[config.mk]
export PLATFORM = sky130hd
export DESIGN_NAME = visitor_scheduler
export DESIGN_NICKNAME = d
export VERILOG_FILES = /design/src/rtl/visitor_scheduler.sv
export SDC_FILE = /design/constraint.sdc
export NUM_CORES = 1
export LEC_CHECK = 0
export BUFFER_PORTS_ARGS = -buffer_cell sky130_fd_sc_hd__clkbuf_2
export CAP_MARGIN = 20
export CORE_MARGIN = 2
export CORE_UTILIZATION = 30
export CTS_CLUSTER_SIZE = 10
export DETAILED_ROUTE_END_ITERATION = 8
export PLACE_DENSITY = 0.5
export REMOVE_ABC_BUFFERS = 1
export SKIP_LAST_GASP = 1
export SYNTH_ARGS = -nofsm -noshare
export SYNTH_HDL_FRONTEND = slang
export SYNTH_SLANG_ARGS = --single-unit
[constraint.sdc]
create_clock -name clk -period 3.81 [get_ports clk]
set_input_delay 0.381 -clock clk [delete_from_list [all_inputs] [get_ports clk]]
set_output_delay 0.381 -clock clk [all_outputs]
set_load 0.03 [all_outputs]
[src/rtl/visitor_scheduler.sv]
// visitor_scheduler: sequences one gravity pass over NUM_HOODS neighborhoods.
// Handles the HPS fill/send handshakes, streams every body from the visitor
// M10K as the broadcast visitor, steps on the hoods' next strobes and tracks
// which hood (and which slot in it) owns the current visitor.
module visitor_scheduler #(
    parameter int NUM_HOODS = 4,
    parameter int ADDR_LEN  = 12,
    parameter int VIS_LEN   = 14
) (
    input  logic                 clk,
    input  logic                 reset,
    input  logic                 start,
    input  logic [VIS_LEN:0]     num_bodies,
    input  logic [ADDR_LEN-1:0]  hood_max_index,
    input  logic                 fill_done,
    input  logic                 send_done,
    input  logic [NUM_HOODS-1:0] hood_next,
    input  logic [NUM_HOODS-1:0] hood_done,
    output logic [VIS_LEN-1:0]   vis_rd_addr,
    input  logic [31:0]          vis_x_q,
    input  logic [31:0]          vis_y_q,
    input  logic [31:0]          vis_m_q,
    output logic [31:0]          visitor_x_pos,
    output logic [31:0]          visitor_y_pos,
    output logic [31:0]          visitor_mass,
    output logic [ADDR_LEN-1:0]  max_index,
    output logic [NUM_HOODS-1:0] relative_visitor_valid,
    output logic [ADDR_LEN-1:0]  relative_visitor_index,
    output logic                 filling,
    output logic                 sending,
    output logic                 visitor_done,
    output logic                 pass_irq,
    output logic                 sync_error
);

    typedef enum logic [2:0] {
        S_IDLE, S_FILL, S_PRIME, S_RUN, S_DRAIN, S_SEND
    } state_t;

    // hood_sel counts 0..NUM_HOODS; the value NUM_HOODS marks "past the last hood".
    localparam int HS_W = $clog2(NUM_HOODS + 1);
    localparam logic [HS_W-1:0]     HOOD_SAT = HS_W'(NUM_HOODS);
    localparam logic [HS_W-1:0]     HS_ONE   = HS_W'(1);
    localparam logic [VIS_LEN:0]    VIS_ONE  = (VIS_LEN+1)'(1);
    localparam logic [ADDR_LEN-1:0] ADDR_ONE = ADDR_LEN'(1);

    // Prefetch queue: with a 2-cycle read latency, four credits (queued plus
    // in flight) keep one visitor ready even when hoods advance every cycle.
    localparam int FIFO_DEPTH = 4;
    localparam int PTR_W      = $clog2(FIFO_DEPTH);
    localparam logic [3:0] DEPTH_L = 4'(FIFO_DEPTH);

    state_t state_reg, state_next;
    logic   filling_reg, filling_next;
    logic   sending_reg, sending_next;
    logic   vdone_reg, vdone_next;
    logic   irq_reg, irq_next;

    logic [VIS_LEN:0]      num_reg;
    logic [ADDR_LEN-1:0]   max_reg;
    logic [VIS_LEN:0]      vis_idx_reg;
    logic [VIS_LEN:0]      next_addr_reg;
    logic [VIS_LEN-1:0]    rd_addr_reg;
    logic [2:0]            rd_pipe_reg;
    logic [PTR_W-1:0]      wr_ptr_reg, rd_ptr_reg;
    logic [PTR_W:0]        count_reg;
    logic                  vis_loaded_reg;
    logic [31:0]           vis_x_reg, vis_y_reg, vis_m_reg;
    logic [HS_W-1:0]       hood_sel_reg;
    logic [ADDR_LEN-1:0]   offset_reg;
    logic [NUM_HOODS-1:0]  done_mask_reg;
    logic                  sync_err_reg;

    logic [31:0] fifo_x_reg [FIFO_DEPTH];
    logic [31:0] fifo_y_reg [FIFO_DEPTH];
    logic [31:0] fifo_m_reg [FIFO_DEPTH];

    logic       in_run, streaming, fifo_empty, is_last, all_next, mixed_next;
    logic       advance, run_pop, prime_pop, pop, push, issue, fill_launch, launch;
    logic [3:0] occupancy;

    assign in_run      = (state_reg == S_RUN);
    assign streaming   = (state_reg == S_PRIME) || in_run;
    assign fifo_empty  = (count_reg == '0);
    assign is_last     = (vis_idx_reg == num_reg - VIS_ONE);
    assign all_next    = &hood_next;
    assign mixed_next  = (|hood_next) && !all_next;
    // A strobe is only honoured when the following visitor is already queued.
    assign advance     = in_run && all_next && (is_last || !fifo_empty);
    assign run_pop     = advance && !is_last;
    assign prime_pop   = (state_reg == S_PRIME) && !vis_loaded_reg && !fifo_empty;
    assign pop         = run_pop || prime_pop;
    assign push        = rd_pipe_reg[2] && streaming;
    assign occupancy   = 4'(count_reg) + 4'(rd_pipe_reg[0]) + 4'(rd_pipe_reg[1])
                         + 4'(rd_pipe_reg[2]);
    assign issue       = streaming && (next_addr_reg < num_reg)
                         && (occupancy < DEPTH_L + 4'(pop));
    assign fill_launch = (state_reg == S_FILL) && fill_done && (num_reg != '0);
    assign launch      = issue || fill_launch;

    // State and handshake-level registers.
    always_ff @(posedge clk or negedge reset) begin
        if (!reset) begin
            state_reg   <= S_IDLE;
            filling_reg <= 1'b0;
            sending_reg <= 1'b0;
            vdone_reg   <= 1'b0;
            irq_reg     <= 1'b0;
        end else begin
            state_reg   <= state_next;
            filling_reg <= filling_next;
            sending_reg <= sending_next;
            vdone_reg   <= vdone_next;
            irq_reg     <= irq_next;
        end
    end

    // Next-state and next handshake levels.
    always_comb begin
        state_next   = state_reg;
        filling_next = filling_reg;
        sending_next = sending_reg;
        vdone_next   = vdone_reg;
        irq_next     = irq_reg;
        case (state_reg)
            S_IDLE: begin
                if (start) begin
                    state_next   = S_FILL;
                    filling_next = 1'b1;
                end
            end
            S_FILL: begin
                if (fill_done) begin
                    filling_next = 1'b0;
                    if (num_reg == '0) begin
                        // Empty pass: pulse visitor_done and hand straight back.
                        state_next   = S_SEND;
                        vdone_next   = 1'b1;
                        sending_next = 1'b1;
                        irq_next     = 1'b1;
                    end else begin
                        state_next = S_PRIME;
                    end
                end
            end
            S_PRIME: begin
                if (vis_loaded_reg && (!fifo_empty || num_reg == VIS_ONE))
                    state_next = S_RUN;
            end
            S_RUN: begin
                if (advance && is_last) begin
                    state_next = S_DRAIN;
                    vdone_next = 1'b1;
                end
            end
            S_DRAIN: begin
                if (&(done_mask_reg | hood_done)) begin
                    state_next   = S_SEND;
                    vdone_next   = 1'b0;
                    irq_next     = 1'b1;
                    sending_next = 1'b1;
                end
            end
            S_SEND: begin
                vdone_next = 1'b0;
                if (send_done) begin
                    state_next   = S_IDLE;
                    sending_next = 1'b0;
                    irq_next     = 1'b0;
                end
            end
            default: state_next = S_IDLE;
        endcase
    end

    // Read issue, prefetch bookkeeping, visitor registers and relative index.
    always_ff @(posedge clk or negedge reset) begin
        if (!reset) begin
            num_reg        <= '0;
            max_reg        <= '0;
            vis_idx_reg    <= '0;
            next_addr_reg  <= '0;
            rd_addr_reg    <= '0;
            rd_pipe_reg    <= '0;
            wr_ptr_reg     <= '0;
            rd_ptr_reg     <= '0;
            count_reg      <= '0;
            vis_loaded_reg <= 1'b0;
            vis_x_reg      <= '0;
            vis_y_reg      <= '0;
            vis_m_reg      <= '0;
            hood_sel_reg   <= '0;
            offset_reg     <= '0;
            done_mask_reg  <= '0;
            sync_err_reg   <= 1'b0;
        end else begin
            rd_pipe_reg <= {rd_pipe_reg[1:0], launch};
            if (launch) begin
                rd_addr_reg   <= next_addr_reg[VIS_LEN-1:0];
                next_addr_reg <= next_addr_reg + VIS_ONE;
            end
            if (state_reg == S_IDLE && start) begin
                num_reg        <= num_bodies;
                max_reg        <= hood_max_index;
                vis_idx_reg    <= '0;
                next_addr_reg  <= '0;
                wr_ptr_reg     <= '0;
                rd_ptr_reg     <= '0;
                count_reg      <= '0;
                vis_loaded_reg <= 1'b0;
                hood_sel_reg   <= '0;
                offset_reg     <= '0;
                done_mask_reg  <= '0;
            end else begin
                if (push)
                    wr_ptr_reg <= wr_ptr_reg + PTR_W'(1);
                if (pop) begin
                    rd_ptr_reg <= rd_ptr_reg + PTR_W'(1);
                    vis_x_reg  <= fifo_x_reg[rd_ptr_reg];
                    vis_y_reg  <= fifo_y_reg[rd_ptr_reg];
                    vis_m_reg  <= fifo_m_reg[rd_ptr_reg];
                end
                count_reg <= count_reg + (PTR_W+1)'(push) - (PTR_W+1)'(pop);
                if (prime_pop)
                    vis_loaded_reg <= 1'b1;
                if (run_pop) begin
                    vis_idx_reg <= vis_idx_reg + VIS_ONE;
                    if (offset_reg == max_reg) begin
                        offset_reg <= '0;
                        if (hood_sel_reg != HOOD_SAT)
                            hood_sel_reg <= hood_sel_reg + HS_ONE;
                    end else begin
                        offset_reg <= offset_reg + ADDR_ONE;
                    end
                end
                if (state_reg == S_DRAIN)
                    done_mask_reg <= done_mask_reg | hood_done;
            end
            if (in_run && mixed_next)
                sync_err_reg <= 1'b1;
        end
    end

    // Prefetch queue storage; data only, so no reset needed.
    always_ff @(posedge clk) begin
        if (push) begin
            fifo_x_reg[wr_ptr_reg] <= vis_x_q;
            fifo_y_reg[wr_ptr_reg] <= vis_y_q;
            fifo_m_reg[wr_ptr_reg] <= vis_m_q;
        end
    end

    genvar gi;
    generate
        for (gi = 0; gi < NUM_HOODS; gi++) begin : g_valid
            assign relative_visitor_valid[gi] = in_run && (hood_sel_reg == HS_W'(gi));
        end
    endgenerate

    assign vis_rd_addr            = rd_addr_reg;
    assign visitor_x_pos          = vis_x_reg;
    assign visitor_y_pos          = vis_y_reg;
    assign visitor_mass           = vis_m_reg;
    assign max_index              = max_reg;
    assign relative_visitor_index = offset_reg;
    assign filling                = filling_reg;
    assign sending                = sending_reg;
    assign visitor_done           = vdone_reg;
    assign pass_irq               = irq_reg;
    assign sync_error             = sync_err_reg;

endmodule
==> summary.md <==
| Metric | Value |
|---|---|
| Final setup violation count | 0 |
| Die height | approximately 280 µm |
| CP Launch Type | flop |
| WL final | roughly 57000 µm |
| DP Area | about 26000 µm² |
| Post-synth EDFFs | roughly 380 |
| Area growth, synth to finish | 26.99% |
| Post-Synth Adder-Cell Area | between 1.5 and 2% |
| Power Density | slightly above 700 nW/µm² |
| CTS resizes | 0 |
| DR vias/cell | roughly 4.6 |
| Worst hold slack | a little over 0.04 ns |
| Status | finished, final reports clean |
| DRT iter0 DRCs | roughly 580 |
| Initial antenna violation count | 5 |
| Worst path max stage delay | between 0.4 and 0.5 ns |
| Critical Path Sink Type | flop |
| Kind of critical path | flop to flop |
| Slew @ Worst Pin | ~0.84 ns |
| Number of global-route vias before repair | 14714 |
| Worst EP arrival | 4.01 ns |
| Yosys warns | 0 |
| Share of layout cells above drive strength 1 | between 30% and 40% |
| Vias | around 14000 |
| Worst hold path type | input pin to flop |
| Max Root-Sink Buffers | 3 |
| Total CTS buffers | a little over 70 |
| FILL cells | 7300 |
| MaxCap Viol Count | 0 |
| Tmin final | ~3.5 ns |
| Distinct cells, synth | 58 |
| Relative slew slack | around 44% |
| Sequential cell area fraction in the yosys report | between 70% and 80% |
| CTS Root Buffer Type | clkbuf_16 |
| Setup_tns | 0 ns |
| Sw Ratio | ~34% |
| H-tree depth | 3 |
| Leakage | 0.01140 µW |
| First-pass GRT wire length | between 80000 and 90000 µm |
| #FFs+latches synth | between 500 and 600 |
| Clk pwr share | between 30% and 40% |
| Cell taking the most area after synthesis | edfxtp_1 |
| Row count | between 100 and 150 |
| Register share of total power | 40.9% |
| Number of DRC violations after detailed routing | 0 |
| Post-synthesis compound-gate area fraction | approximately 3.4% |
| Final instance area | 29820 µm² |
| Hold Fails Final Rpt | 0 |
| GRT overflow | 0 |
| Post-Synthesis Cells | roughly 1400 |
| Ys flop type | edfxtp_1 |
| Crit path top cell by count | xnor2_1 |
| Crit-path slowest cell | nor4_4 |
| CTS Sinks | just under 600 |
| Int Pwr | 14180 µW |
| Simple logic cell fraction of the synthesized area | 6.144% |
| Largest net degree at the start of global routing | 99 |
| Antenna viol nets, final | 0 |
| I/O Buffers | approximately 280 |
| Nets | ~2000 |
| Largest family of logic cells by synthesized area | multiplexers |
| Final Wtd Congestion | approximately 0.8 |
| Total GRT Usage | between 10% and 20% |
| Combinational Power Share | 28.9% |
| Fmax achieved | 284.8 MHz |
| Final max-slew violation count | 0 |
| CTS tree | done |
| WHS Path Cells | 3 |
| Wire per inst | a little under 20 µm |
| Post-Synth XOR/XNOR Area | ~1.7% |
| I/O pins | 279 |
| Syn Area/Cell | ~17 µm² |
| Clock latency on the worst-skew pair | around 0.63 ns |
| Ranking of synthesized cells by area | edfxtp_1 (49%), dfrtp_1 (22%), mux4_2 (9.2%), mux2_2 (4.6%), nand2_1 (1.9%) |
| R2r worst-path depth | 15 |
| Clk_skew | approximately 0.042 ns |
| DIE AREA | about 81000 µm² |
| Final period util | between 90% and 100% |
| Net Sw Power | between 7000 and 8000 µW |
| Post-synthesis mux area share | 14.28% |
| Post-synth top area share | slightly below 50% |
| Cell Chain, Critical Path | inv_1 -> ha_1 -> nor4b_4 -> xnor2_1 -> nor4_1 -> o21ai_1 -> nor4_4 -> o21ai_4 -> xor2_1 -> ha_1 -> inv_1 -> fa_1 -> xnor2_1 -> xnor2_1 -> nor2_1 |
| CP Data Required Time | 4.31 ns |
| HPWL after detailed placement | 35620 µm |
| Initial DRT Pass Iterations | 4 |
| Die Wd | around 280 µm |
| Unrepaired setup endpoints after global routing | no |
| Core Area | 77470 µm² |
| Clock transition at path regs | around 0.060 ns |
| Initial Utilization | slightly above 30% |
| FFs w/ async S/R, synth | between 30% and 40% |
| Syn Std Cell Area | 23480 µm² |
| Max VDD drop | roughly 0.41 mV |
| Worst Path Max Fanout | 6 |
| Number of setup buffers added after CTS | 0 |
## metrics by stage
stage | utilization (%) | cells | setup WS, ns | total power [µW]
3_3_place_gp | 34.01 | 2669 | 0.3501 | 15010
4_1_cts | 38.49 | 2923 | 0.3068 | 21800
3_5_place_dp | 34.01 | 2669 | 0.3208 | 15090
5_1_grt | 38.49 | 2924 | 0.005721 | 22580
6_report | 38.49 | 2924 | 0.2994 | 21370
2_1_floorplan | - | 1324 | -3.616 | 13070
## cell type report
| type | instances | area [µm²] | area share, % |
|---|---|---|---|
| Inverter | 36 | 135.1 | 0.4532 |
| Multi-Input combinational cell | 700 | 6474 | 21.71 |
| Antenna cell | 1 | 2.502 | 0.008393 |
| Sequential cell | 588 | 16640 | 55.82 |
| Tap cell | 1040 | 1301 | 4.364 |
| Clock inverter | 16 | 250.2 | 0.8393 |
| Timing Repair Buffer | 427 | 3013 | 10.10 |
| Clock buffer | 116 | 1997 | 6.697 |
## kinds of logic (layout without fill, tap and decap cells)
logic type               after synthesis  in the layout
other                                  0              1
AND/OR/NAND/NOR                      290            290
AO/OA/AOI/OAI                        126            126
flip-flops                           588            588
multiplexers                         203            203
XOR/XNOR                              46             46
adder cells (fa/ha/maj)               35             35
buffers and inverters                 96            595
## synthesized netlist by cell type (13+ instances only)
cell / n
o21ai_0: 49
nand3_1: 17
nor2_1: 51
xnor2_1: 21
dfrtp_1: 204
nand2_1: 120
a21oi_1: 22
clkbuf_1: 36
edfxtp_1: 384
xor2_1: 25
mux4_2: 96
inv_1: 35
nand4_1: 18
buf_2: 13
o31ai_1: 13
mux2_2: 96
ha_1: 32
## worst max-delay path, delay by kind of cell (launching register included)
family | cells | cell delay [ns]
AO/OA/AOI/OAI | 2 | 0.26
XOR/XNOR | 4 | 0.62
adder cells (fa/ha/maj) | 3 | 0.74
buffers and inverters | 2 | 0.18
flip-flops | 1 | 0.44
AND/OR/NAND/NOR | 4 | 1.14
## path summary, 6_finish.rpt
| path | slack [ns] | end | from |
|---|---|---|---|
| hold reg to reg | 0.40 | rd_pipe_reg[2] | rd_pipe_reg[1] |
| max in group asynchronous | 2.41 | visitor_mass[27] | reset |
| setup reg to reg | 0.30 | count_reg[2] | num_reg[0] |
| setup / recovery | 0.30 | count_reg[2] | num_reg[0] |
| min in group asynchronous | 0.36 | num_reg[8] | reset |
| hold / removal | 0.04 | num_reg[0] | num_bodies[0] |
## metal layers
metal	vias up	GRT usage [%]	wire length, µm
met2	292	23.97	27860
met4	8	4.881	1624
met5	-	0	52
met1	6983	17.94	24280
met3	105	4.124	3426
li1	6180	-	-
## layout by cell type (no fill, tap or decap), types with 15 or more instances in the layout
master	instances
dlygate4sd3_1	122
a21oi_1	22
nor2_1	51
o21ai_0	49
edfxtp_1	384
nand4_1	18
inv_1	35
nand3_1	17
clkbuf_2	277
buf_12	15
xnor2_1	21
xor2_1	25
mux2_2	96
clkbuf_1	41
nand2_1	120
mux4_2	96
ha_1	32
clkbuf_16	72
dfrtp_1	202
## power by group through the flow
stage               clock network [µW]  logic [µW]  registers (µW)
floorplan                            0        3010           10100
global placement                     0        6170            8840
detailed placement                   0        6210            8880
CTS                               6700        6340            8770
global route                      6930        6750            8900
finish                            6450        6190            8730
## timing repair
item,in CTS,in global routing
hold buffers,122,0
endpoints found under the hold margin,469,0
setup endpoints to repair,0,0
(Power assumes the default switching activity.)
